## config.mk

```make
export PLATFORM = sky130hd
export DESIGN_NAME = fire_sensor_scanner
export DESIGN_NICKNAME = d
export VERILOG_FILES = /design/src/rtl/fire_sensor_scanner.sv
export SDC_FILE = /design/constraint.sdc
export NUM_CORES = 1
export LEC_CHECK = 0
export BUFFER_PORTS_ARGS = -buffer_cell sky130_fd_sc_hd__buf_2
export CAP_MARGIN = 15
export CORE_MARGIN = 2
export CORE_UTILIZATION = 50
export CTS_CLUSTER_DIAMETER = 50
export DETAILED_ROUTE_END_ITERATION = 16
export PLACE_DENSITY = 0.81
export SLEW_MARGIN = 10
export SYNTH_ARGS = -nofsm -noshare
export SYNTH_HDL_FRONTEND = slang
export SYNTH_SLANG_ARGS = --single-unit
```

## constraint.sdc

```tcl
create_clock -name clk -period 4.3 [get_ports clk]
set_input_delay 0 -clock clk [delete_from_list [all_inputs] [get_ports clk]]
set_output_delay 0 -clock clk [all_outputs]
set_load 0.05 [all_outputs]
```

## src/rtl/fire_sensor_scanner.sv

```systemverilog
// Smoke sensor front end: synchronises and debounces 16 room lines, then
// scans the debounced state once per sample period and publishes a coherent
// room bitmap / count / severity snapshot with a one-cycle update strobe.
module fire_sensor_scanner #(
   parameter int unsigned TICK_DIV     = 1000,
   parameter int unsigned DEBOUNCE     = 4,
   parameter int unsigned MAJOR_THRESH = 4
) (
   input  logic        clk,
   input  logic        reset,
   input  logic [15:0] sensor_raw,
   input  logic [15:0] room_mask,
   output logic [15:0] room,
   output logic [7:0]  count,
   output logic [1:0]  signal,
   output logic        update
);

   localparam int unsigned TW = $clog2(TICK_DIV);

   typedef enum logic [1:0] {S_IDLE, S_SCAN, S_PUBLISH} state_t;

   state_t        r_state;
   state_t        w_state_nx;
   logic [15:0]   r_sync1;
   logic [15:0]   r_sync2;
   logic [TW-1:0] r_tick;
   logic          w_sample;
   logic          r_sample_d;
   logic [15:0]   r_st;
   logic [15:0]   w_st_nx;
   logic [3:0]    r_dc    [16];
   logic [3:0]    w_dc_nx [16];
   logic [15:0]   r_snap;
   logic [3:0]    r_idx;
   logic [4:0]    r_acc;
   logic [1:0]    w_sev;
   logic [15:0]   r_room;
   logic [7:0]    r_count;
   logic [1:0]    r_signal;
   logic          r_update;

   assign w_sample = (r_tick == TW'(TICK_DIV - 1));

   // Two-flop synchroniser for the asynchronous sensor lines
   always_ff @(posedge clk) begin
      if (reset) begin
         r_sync1 <= '0;
         r_sync2 <= '0;
      end else begin
         r_sync1 <= sensor_raw;
         r_sync2 <= r_sync1;
      end
   end

   // Free-running sample-period counter plus a delayed copy of the sample flag
   always_ff @(posedge clk) begin
      if (reset) begin
         r_tick     <= '0;
         r_sample_d <= 1'b0;
      end else begin
         r_tick     <= w_sample ? '0 : r_tick + TW'(1);
         r_sample_d <= w_sample;
      end
   end

   // Per-room debounce next state; masking overrides it on every cycle
   always_comb begin
      for (int unsigned i = 0; i < 16; i++) begin
         w_st_nx[i] = r_st[i];
         w_dc_nx[i] = r_dc[i];
         if (room_mask[i]) begin
            w_st_nx[i] = 1'b0;
            w_dc_nx[i] = '0;
         end else if (w_sample) begin
            if (r_sync2[i] == r_st[i]) begin
               w_dc_nx[i] = '0;
            end else if (({1'b0, r_dc[i]} + 5'd1) == 5'(DEBOUNCE)) begin
               w_st_nx[i] = r_sync2[i];
               w_dc_nx[i] = '0;
            end else begin
               w_dc_nx[i] = r_dc[i] + 4'd1;
            end
         end
      end
   end

   // Debounce state registers
   always_ff @(posedge clk) begin
      if (reset) begin
         r_st <= '0;
         for (int unsigned i = 0; i < 16; i++) r_dc[i] <= '0;
      end else begin
         r_st <= w_st_nx;
         for (int unsigned i = 0; i < 16; i++) r_dc[i] <= w_dc_nx[i];
      end
   end

   // Scan FSM state register
   always_ff @(posedge clk) begin
      if (reset) r_state <= S_IDLE;
      else       r_state <= w_state_nx;
   end

   // Scan FSM next state
   always_comb begin
      w_state_nx = r_state;
      case (r_state)
         S_IDLE:    if (r_sample_d) w_state_nx = S_SCAN;
         S_SCAN:    if (r_idx == 4'd15) w_state_nx = S_PUBLISH;
         S_PUBLISH: w_state_nx = S_IDLE;
         default:   w_state_nx = S_IDLE;
      endcase
   end

   // Severity classification of the finished accumulation
   always_comb begin
      w_sev = 2'b11;
      if (r_acc == 5'd0)                       w_sev = 2'b00;
      else if (r_acc == 5'd1)                  w_sev = 2'b01;
      else if (r_acc < 5'(MAJOR_THRESH))       w_sev = 2'b10;
   end

   // Snapshot, serial accumulate and publish; outputs only move together
   always_ff @(posedge clk) begin
      if (reset) begin
         r_snap   <= '0;
         r_idx    <= '0;
         r_acc    <= '0;
         r_room   <= '0;
         r_count  <= '0;
         r_signal <= '0;
         r_update <= 1'b0;
      end else begin
         r_update <= 1'b0;
         case (r_state)
            S_IDLE: begin
               if (r_sample_d) begin
                  r_snap <= r_st;
                  r_idx  <= '0;
                  r_acc  <= '0;
               end
            end
            S_SCAN: begin
               r_acc <= r_acc + 5'(r_snap[r_idx]);
               r_idx <= r_idx + 4'd1;
            end
            S_PUBLISH: begin
               r_room   <= r_snap;
               r_count  <= 8'(r_acc);
               r_signal <= w_sev;
               r_update <= 1'b1;
            end
            default: ;
         endcase
      end
   end

   assign room   = r_room;
   assign count  = r_count;
   assign signal = r_signal;
   assign update = r_update;

endmodule

```

# Yosys cells after proc, flatten, opt, wreduce, memory -nomap -nowiden
# Memories as Yosys holds them, arrays and structs flattened.
# Index checks and enable logic that the tools add are counted.
# classes
n_addsub	35
mux	96
eq_ne	39
n_lt_le_gt_ge	2
n_bitwise	32
n_reduce_logical	39
# op_table
operator	count
4-bit 2-to-1 mux	81
4-bit by 1-bit adder with 5-bit output, second input constant	16
5-bit by 3-bit == test with 1-bit output, second input constant	16
4-bit by 1-bit adder with 4-bit output, second input constant	17
3-bit AND reduction	16
2-bit OR reduction	17
1-bit == test	16
1-bit inverter	16
1-bit bitwise OR	16
10-bit by 1-bit adder with 10-bit output, second input constant	1
10-bit == test, second input constant	1
5-bit one-hot mux with 2 select lines	1
2-bit 2-to-1 mux	4
4-bit one-hot mux with 2 select lines	1
1-bit 2-to-1 mux	6
2-bit AND reduction	3
5-bit by 1-bit adder with 5-bit output	1
5-bit by 1-bit == test with 1-bit output, second input constant	1
5-bit zero test	1
4-bit by 5-bit < comparator with 1-bit output, second input constant	1
5-bit by 3-bit < comparator with 1-bit output, second input constant	1
5-bit 2-to-1 mux	1
1-bit binary-select mux with 4-bit select	1
4-bit == test, second input constant	1
other kinds (6)	7
# word_totals
in_bits	34
n_memories	1
output_inout_bits	27
word_cells	272
register_bits	110
ramBits	64
# memory_table
memory	depth	width	rd	rd_clocked_by_memory_dff	wr	line_no	text
r_dc	16	4	16	0	16	32	logic [3:0] r_dc [16];

# Depth between registers and ports, before layout
# An unclocked memory read counts as a cell.
# depth
depth_word	8
mapped_depth	8
ltp_nobuf	7

# Least setup slack after synthesis
# Ideal clock, no wire load.
# synth_path
path_type	flip-flop to flip-flop
startpoint	register r_idx[0]
endpoint	register r_acc[2]
n_path_buf	1
period_less_slack_ns	2.564
slack_ns	1.736
setup_time_ns	0.128
arrival_time_ns	2.436
stages_incl_launch_ff	9
required_time_ns	4.172
cell_sequence	dfxtp_1 > clkbuf_1 > mux4_2 > mux4_2 > ha_1 > ha_1 > mux2_2 > a22oi_1 > nor2_1
# synth_between
elab_chain_cells	4
# synth_lines
item	line_no	text
start, declared	35	logic [3:0] r_idx;
start signal, assigned	146	r_idx <= r_idx + 4'd1;
1-bit binary-select mux with 4-bit select	145	r_acc <= r_acc + 5'(r_snap[r_idx]);
1-bit 2-to-1 mux (implied by the code)	145	
5-bit by 1-bit adder with 5-bit output	145	
5-bit one-hot mux with 2 select lines	136	case (r_state)
end signal, assigned	145	
end, declared	36	logic [4:0] r_acc;
# No other way between the ends. The select of a mux whose other input is x is not followed.
# A chain may end at the register's enable or synchronous reset.

# Final worst setup path
# Same ends and word-level chain as after synthesis.

==> flow_metrics.env <==
export IMPL_area_delta_synth_final_pct=17.4
export IMPL_num_rows=44
export IMPL_synthCells=854
export IMPL_syn_area_per_cell_um2=8.62
export IMPL_ioPinCount=61
export IMPL_die_h_um=125
export IMPL_diodes=0
export IMPL_powerDensity_nw_per_um2=377
export IMPL_synth_adder_area_share_pct=3.40
export IMPL_die_w_um=125
export IMPL_max_vdd_ir_drop_uv=273
export IMPL_dieArea_um2=15700
export IMPL_ff2ff_setup_slack_ps=1700
export IMPL_required_ps=4590
export IMPL_cp_startpoint="r_idx[0]"
export IMPL_routed_via_density=5.42
export IMPL_ys_flop_type="dfxtp_1"
export IMPL_finalNetCount=979
export IMPL_totalNegativeSetupSlack_ps=0
export IMPL_drc=0
export IMPL_r2r_end="r_acc[2]"
export IMPL_rsz0062_at_grt="no"
export IMPL_core_um2=14500
export IMPL_synth_area_leaders="dfxtp_1 (47%), a21oi_1 (8.3%), nand2_1 (5.7%)"
export IMPL_drv_cap=0
export IMPL_wl_per_cell_um=13.5
export IMPL_cts_setup_buffers=0
export IMPL_start_util_pct=50.8
export IMPL_fin_util_pct=59.7
export IMPL_cts_path_max_buffers=2
export IMPL_hold_path_class="in -> reg"
export IMPL_numCtsBuffers=17
export IMPL_synth_cell_types=35
export IMPL_leakage_uw=0.00312
export IMPL_drive_above_1_share_pct=10.9
export IMPL_synthSimpleGateAreaFrac_pct=26.7
export IMPL_track_usage_pct=19.6
export IMPL_hold_viol=0
export IMPL_grt_start_max_net_pins=69
export IMPL_rr_startpoint="r_idx[0]"
export IMPL_clock_sinks=174
export IMPL_clk_latency_ps=420
export IMPL_max_freq_mhz=385
export IMPL_grt_pass1_wl_um=25800
export IMPL_ant_nets=0
export IMPL_cts_tree="yes"
export IMPL_fin_cells=1122
export IMPL_synth_edf_count=0
export IMPL_rr_worst_depth=7
export IMPL_synth_async_reset_ratio_pct=0
export IMPL_path_max_fanout=7
export IMPL_synth_mux_area_share_pct=1.97
export IMPL_yosysTopAreaCell="dfxtp_1"
export IMPL_worst_pin_slew_ps=1160
export IMPL_crit_end="r_acc[2]"
export IMPL_drv_slew=0
export IMPL_seq_area_frac_synth_pct=47.3
export IMPL_fillers=1220
export IMPL_setup_violations=0
export IMPL_first_pass_iters=4
export IMPL_min_period_ps=2600
export IMPL_status="complete, no violations"
export IMPL_start_kind="flop"
export IMPL_cp_end_kind="flop"
export IMPL_grt_overflow=0
export IMPL_fin_crit_sh_pct=60.5
export IMPL_slew_headroom_pct=22.9
export IMPL_fin_skew_ps=7.72
export IMPL_synth_compound_area_share_pct=12.3
export IMPL_antenna_found_initial=0
export IMPL_worst_ep_arrival_time_ps=2890
export IMPL_synth_top_family_by_area="simple AND/OR/NAND/NOR gates"
export IMPL_grt_pass1_vias=5814
export IMPL_synth_xor_area_share_pct=4.64
export IMPL_crit_type="reg -> reg"
export IMPL_place_inst=1058
export IMPL_yosysWarnings=0
export IMPL_drt_iter0_drc=298
export IMPL_post_place_ws_ps=1710
export IMPL_io_buffers=57
export IMPL_synth_seq_cells=174
export IMPL_fin_ws_ps=1700
export IMPL_synth_top_area_share_pct=47.3
export IMPL_cts_root_buf="clkbuf_16"
export IMPL_clk_pin_slew_ps=60
export IMPL_vias=6080
export IMPL_globalplace_congestion=0.809
export IMPL_htree_levels=4
export IMPL_wl_um=15100
export IMPL_synth_area_um2=7360
export IMPL_hpwl_um=9590
[worst min path at each step]
stage                              start           to  slack, ps  cells after the start
final                              reset   r_sync1[4]         80                      2
after detailed placement   sensor_raw[1]   r_sync1[1]        210                      2
after floorplan            sensor_raw[0]   r_sync1[0]        130                      1
after global placement    sensor_raw[10]  r_sync1[10]        210                      2
after CTS                          reset   r_sync2[4]         70                      2
after global routing               reset   r_sync1[6]        100                      2
[placed cells by master, fill, tap and decap left out, types with 22 or more instances in the layout]
master         Yosys  final
nand3_1           54     54
dlygate4sd3_1      0     32
dfxtp_1          174    174
nor2_1            33     33
nand2_1          111    111
o21ai_1           48     48
a21oi_1          122    122
or4_1             33     33
buf_2              1     56
nor2b_1           50     50
xnor2_1           22     22
[routing by layer]
layer | global-route usage (%) | part of all wire, % | vias to the layer above
met5 | 0 | 0 | -
met4 | 7.32 | 1.5 | 0
met3 | 3.98 | 4.5 | 20
met2 | 32.3 | 47 | 142
met1 | 25.5 | 47 | 2807
li1 | - | - | 3111
[worst max-delay path, stage by stage, from the launching register on]
cell and delay, ps:
dfxtp_1 530, mux4_2 560, mux4_2 500, ha_1 220, ha_1 210, mux2_2 270, a22oi_1 140, nor2_1 50
[per-stage QoR]
step	instance area, um^2	hold WS, ps	power [uW]
CTS	8640	72.6	3290
finish	8640	84.5	3260
global route	8640	104	3370
floorplan	7370	128	1730
global placement	7730	210	1760
detailed placement	7730	212	1760
[timing repair]
item                                   CTS  global route
endpoints found under the hold margin   96             0
gates resized for setup                  0             0
hold buffers                            32             0
[area by class of cell]
class / instances / area (um^2) / share of cell area (%)
multi-input cells: 621 / 3630 / 42.1
flip-flops and latches: 174 / 3480 / 40.3
repair buffers: 93 / 638 / 7.39
clock buffers: 22 / 474 / 5.49
well taps: 184 / 230 / 2.66
clock inverters: 10 / 113 / 1.30
inverters: 18 / 67.6 / 0.782
[cells in the mapped netlist, types with 17 or more instances]
cell      count
ha_1         20
nand3_1      54
clkbuf_1     36
nor2b_1      50
a21oi_1     122
nand2_1     111
xor2_1       17
nor3b_1      18
xnor2_1      22
nor2_1       33
nand4_1      19
dfxtp_1     174
or4_1        33
o21ai_1      48
inv_1        18
[cells by family after synthesis]
kind of cell | after synthesis
xor gates and xnor gates | 39
adders and majority gates | 20
muxes | 8
buffers and inverters | 61
other | 1
and+or+nand+nor | 374
DFF | 174
AOI/OAI and AO/OA | 177
[registers in the layout, summed over array words and instances, names as in the netlist]
register and cells:
r_snap 16, r_idx 4, r_sync1 16, r_state 2
r_tick 10, r_sync2 16, r_acc 5, update 1
r_st 16, r_dc 64, r_sample_d 1, count 5
room 16, signal 2
[where the power goes]
part	switching (uW)	total (uW)	internal, uW	leakage [uW]
clock	610	1510	899	0.000286
combinational	56.9	110	52.9	0.00143
sequential	11.0	1640	1630	0.00141
(Power assumes the default switching activity.)
